--- src/rtl/int_ctrl.sv ---
// int_ctrl: reset/NMI/IRQ/BRK interrupt sequencer for a 6502-style core.
// Ports: PHI_0 clk, RES async reset, NMI/IRQ active-low async requests,
//   I_FLAG mask, SYNC/ACK/BRK core handshake; INT_REQ, INT_KIND,
//   INT_VEC, B_OUT, BUSY describe the pending/active service sequence.
module int_ctrl #(
    parameter int SVC_CYCLES = 7
) (
    input  logic        PHI_0,
    input  logic        RES,
    input  logic        NMI,
    input  logic        IRQ,
    input  logic        I_FLAG,
    input  logic        SYNC,
    input  logic        ACK,
    input  logic        BRK,
    output logic        INT_REQ,
    output logic [1:0]  INT_KIND,
    output logic [15:0] INT_VEC,
    output logic        B_OUT,
    output logic        BUSY
);

    localparam int CW = (SVC_CYCLES > 1) ? $clog2(SVC_CYCLES) : 1;
    localparam logic [CW-1:0] LAST = CW'(SVC_CYCLES - 1);
    localparam logic [CW-1:0] HIJ_MAX = CW'(SVC_CYCLES - 4);

    localparam logic [1:0] K_NONE = 2'b00;
    localparam logic [1:0] K_RST  = 2'b01;
    localparam logic [1:0] K_NMI  = 2'b10;
    localparam logic [1:0] K_IRQ  = 2'b11;

    typedef enum logic {IDLE, SERVICE} state_t;

    state_t        state, state_n;
    logic [CW-1:0] cnt, cnt_n;
    logic [1:0]    kind_q, kind_n;
    logic          b_q, b_n;
    logic [1:0]    nmi_s, irq_s;
    logic [1:0]    arm;
    logic          nmi_d;
    logic          nmi_pend, rst_pend;
    logic          nmi_clr, rst_clr;
    logic          nmi_fall, irq_act;
    logic [1:0]    hw_kind;

    // nmi_d only follows the synchronizer once it carries real samples,
    // so a low NMI held through reset release is not seen as an edge.
    assign nmi_fall = nmi_d & ~nmi_s[1];
    assign irq_act  = ~irq_s[1] & ~I_FLAG;

    always_comb begin
        if (rst_pend)
            hw_kind = K_RST;
        else if (nmi_pend)
            hw_kind = K_NMI;
        else if (irq_act)
            hw_kind = K_IRQ;
        else
            hw_kind = K_NONE;
    end

    always_comb begin
        state_n  = state;
        cnt_n    = cnt;
        kind_n   = kind_q;
        b_n      = b_q;
        nmi_clr  = 1'b0;
        rst_clr  = 1'b0;
        INT_REQ  = 1'b0;
        INT_KIND = K_NONE;
        B_OUT    = 1'b0;
        BUSY     = 1'b0;
        unique case (state)
            IDLE: begin
                INT_REQ  = (hw_kind != K_NONE);
                INT_KIND = hw_kind;
                if (ACK && SYNC && (INT_REQ || BRK)) begin
                    // A pending hardware source swallows a coincident BRK.
                    state_n = SERVICE;
                    cnt_n   = '0;
                    kind_n  = INT_REQ ? hw_kind : K_IRQ;
                    b_n     = ~INT_REQ;
                    nmi_clr = (hw_kind == K_NMI);
                    rst_clr = (hw_kind == K_RST);
                end
            end
            SERVICE: begin
                BUSY     = 1'b1;
                INT_KIND = kind_q;
                B_OUT    = b_q;
                // Late enough that the vector fetch has not started yet.
                if (kind_q == K_IRQ && nmi_pend && cnt <= HIJ_MAX) begin
                    kind_n  = K_NMI;
                    nmi_clr = 1'b1;
                end
                if (cnt == LAST) begin
                    state_n = IDLE;
                    cnt_n   = '0;
                end else begin
                    cnt_n = cnt + 1'b1;
                end
            end
        endcase
    end

    always_comb begin
        INT_VEC = 16'hFFFE;
        unique case (INT_KIND)
            K_RST:   INT_VEC = 16'hFFFC;
            K_NMI:   INT_VEC = 16'hFFFA;
            default: INT_VEC = 16'hFFFE;
        endcase
    end

    always_ff @(posedge PHI_0 or posedge RES) begin
        if (RES) begin
            state    <= IDLE;
            cnt      <= '0;
            kind_q   <= K_RST;
            b_q      <= 1'b0;
            nmi_s    <= 2'b11;
            irq_s    <= 2'b11;
            arm      <= 2'b00;
            nmi_d    <= 1'b0;
            nmi_pend <= 1'b0;
            rst_pend <= 1'b1;
        end else begin
            state    <= state_n;
            cnt      <= cnt_n;
            kind_q   <= kind_n;
            b_q      <= b_n;
            nmi_s    <= {nmi_s[0], NMI};
            irq_s    <= {irq_s[0], IRQ};
            arm      <= {arm[0], 1'b1};
            nmi_d    <= nmi_s[1] & arm[1];
            nmi_pend <= nmi_fall | (nmi_pend & ~nmi_clr);
            rst_pend <= rst_pend & ~rst_clr;
        end
    end

endmodule
--- config.mk ---
export PLATFORM = sky130hd
export DESIGN_NAME = int_ctrl
export DESIGN_NICKNAME = d
export VERILOG_FILES = /design/src/rtl/int_ctrl.sv
export SDC_FILE = /design/constraint.sdc
export NUM_CORES = 1
export LEC_CHECK = 0
export BUFFER_PORTS_ARGS = -buffer_cell sky130_fd_sc_hd__buf_2
export CAP_MARGIN = 30
export CORE_UTILIZATION = 45
export DETAILED_ROUTE_END_ITERATION = 7
export GPL_TIMING_DRIVEN = 0
export HOLD_SLACK_MARGIN = 0.06
export PLACE_DENSITY = 0.73
export SETUP_SLACK_MARGIN = 0.2
export SLEW_MARGIN = 10
export SYNTH_ARGS = -nofsm -noshare
export SYNTH_HDL_FRONTEND = slang
export SYNTH_SLANG_ARGS = --single-unit
export TNS_END_PERCENT = 1
--- constraint.sdc ---
create_clock -name PHI_0 -period 1.5 [get_ports PHI_0]
set_clock_uncertainty 0.05 [all_clocks]
set_input_delay 0.3 -clock PHI_0 [delete_from_list [all_inputs] [get_ports PHI_0]]
set_output_delay 0.3 -clock PHI_0 [all_outputs]
set_load 0.02 [all_outputs]
==> run metrics <==
antenna violations before repair=0; First-pass DRT Iterations=3; area grow syn2layout=37.6%; CTS clock-pin slew for the worst setup and hold paths=80 ps; Final Slew Violations=0; H-tree depth=1; via count=650; worst path required time=1150 ps; Yosys warning total=0; clk root buf=clkbuf_4; clock sinks=16; TritonCTS clock tree=yes; Final Util=66.5%; Final setup violation count=6; DIE AREA=0.00203 sq mm; Worst VDD drop=0.000829 V; diode count=0; worst slew pin tran=571 ps; largest net degree at the start of global routing=17; Worst EP arrival=1400 ps; slowest cell delay on critical path=580 ps; area leader, netlist=dfrtp_1; Synth Cell Area=~830 sq um; crit path time final=1750 ps; Iter 0 DRT Violations=9; Cells after DPL=135; Synth Flop Type=dfrtp_1; # Max-Cap Violations=0; IO Pins=29; via/cell ratio=4.45; remaining routing DRC violations=0; total wire length=roughly 1500 microns; commonest non-fill, non-tap cells in the layout=buf_4 (19), conb_1 (15), buf_2 (12); TritonCTS buffer count=3; crit-path max FO=2; CP Capture Type=primary output; number of global-route vias before repair=562; violated checks=setup timing; dpl hpwl=1030 microns; port bufs=14; EDFF count, synth=0; Setup WS post-layout=-255 ps; share of the synthesized area in the top cell type=30.0%; Post-Route Hold Slack=312 ps; fmax=570 MHz; worst skew pair latency=280 ps; flop and latch count out of synthesis=16; Initial Util=48.3%; grt total ovfl=0; Syn Inst Count=83; Filler Cell Count=145; all-layer global routing usage=between 10% and 20%; Wirelength per Cell=approximately 10 microns; P_leak=0.000573 uW; crit share post-route=117%; post-synth cell types=30; Core Area=0.00173 sq mm; worst rel slew slack=61.9%; share of layout cells above drive strength 1=44.6%; Crit Path Category=flop to primary output; Die Width=45.1 microns; post-route antenna net violation count=0; setup_tns=-1210 ps; Final Net Count=131; Final Instance Count excl. Fillers=146; Die Y=45.1 microns; power per cell area=1770 mW/mm^2; gpl congestion=0.689; Crit-path slowest cell=dfstp_2; first-pass GRT wire length=2240 microns; CTS Buffer Depth=2; RSZ-0062 raised after global routing=true; num rows=15; sequential area share after synthesis=48.9%; most common cell after layout, fill and taps aside=buf_4; outcome=finished with violations; hold crit path type=flop to flop; fraction of registers with async set/reset=100%; Area contributors post-synth=dfrtp_1 (30%), dfstp_2 (19%), buf_4 (13%); Avg Inst Size Synth=roughly 10 sq um; crit-path cells=nor3_4 -> o31ai_4 -> inv_2 -> nand2b_4 -> buf_6; Critical Path Source Type=flop; Hold Violations, Final=0
[worst max-delay path, delay by kind of cell (launching register included)]
family | cells | cell delay, ps
compound gates | 1 | 250
simple gates | 2 | 120
flops | 1 | 580
buf+inv | 2 | 180
[path summary, 6_finish.rpt]
check,start,endpoint,slack [ps],depth (start not counted)
setup / recovery,irq_s[1],INT_VEC[1],-250,5
hold / removal,nmi_s[0],nmi_s[1],310,0
setup reg to reg,rst_pend,cnt[1],80,3
hold reg to reg,nmi_s[0],nmi_s[1],310,0
max in group asynchronous,RES,state,440,3
min in group asynchronous,RES,arm[0],560,3
[report_power, final]
part	total, uW	switching [uW]	internal (uW)
clock network	275	127	148
registers	652	95.5	557
logic	1110	583	527
[through the flow]
stage          power (uW)  area [sq um]  setup WS [ps]
2_1_floorplan        1380           907          -15.3
3_3_place_gp         1570          1010          -65.2
3_5_place_dp         1590          1010          -75.6
4_1_cts              1980          1120           -261
5_1_grt              2190          1150           -310
6_report             2040          1150           -255
[layer usage]
layer,up-vias,wire (microns),track usage (%)
li1,324,-,-
met1,301,598,17.8
met5,-,0,0
met4,0,8,9.09
met2,23,758,27.5
met3,2,96,4.00
[cells by family after synthesis]
kind of cell	after synthesis	synth area share, %
AOI/OAI and AO/OA	17	14.1
adders and majority gates	1	1.50
buffers and inverters	24	18.0
DFF	16	48.9
muxes	3	3.60
other	2	0.900
and+or+nand+nor	20	13.0
[state kept, by name, summed over array words and instances, names as in the netlist]
name and count:
cnt 3, arm 2, irq_s 2, kind_q 2, nmi_s 2, b_q 1
nmi_d 1, nmi_pend 1, rst_pend 1, state 1
[area by class of cell]
class	count	area [sq um]	share of cell area [%]
sequential	16	409	35.6
multi-input combinational	56	383	33.3
timing repair buffer	21	139	12.1
buffer	15	116	10.1
clock buffer	4	36.3	3.16
inverter	9	33.8	2.94
tap	25	31.3	2.72
[cell usage after synthesis, types with 2 or more instances]
cell type,n
inv_1,7
inv_2,2
nor2b_1,2
mux2i_1,3
nand2_1,4
and2_1,4
nand2b_1,2
a31oi_1,2
o22ai_1,2
buf_4,14
a21oi_1,3
dfstp_2,6
dfrtp_1,10
nor2_1,3
o21ai_0,3
conb_1,2
[timing repair]
action | CTS | global route
setup endpoints to repair | 11 | 11
hold buffers | 3 | 0
endpoints found under the hold margin | 12 | 0
cloned | 0 | 0
buffers inserted | 3 | 1
resized for setup | 5 | 5
pin swaps | 1 | 3
(Power assumes the default switching activity.)
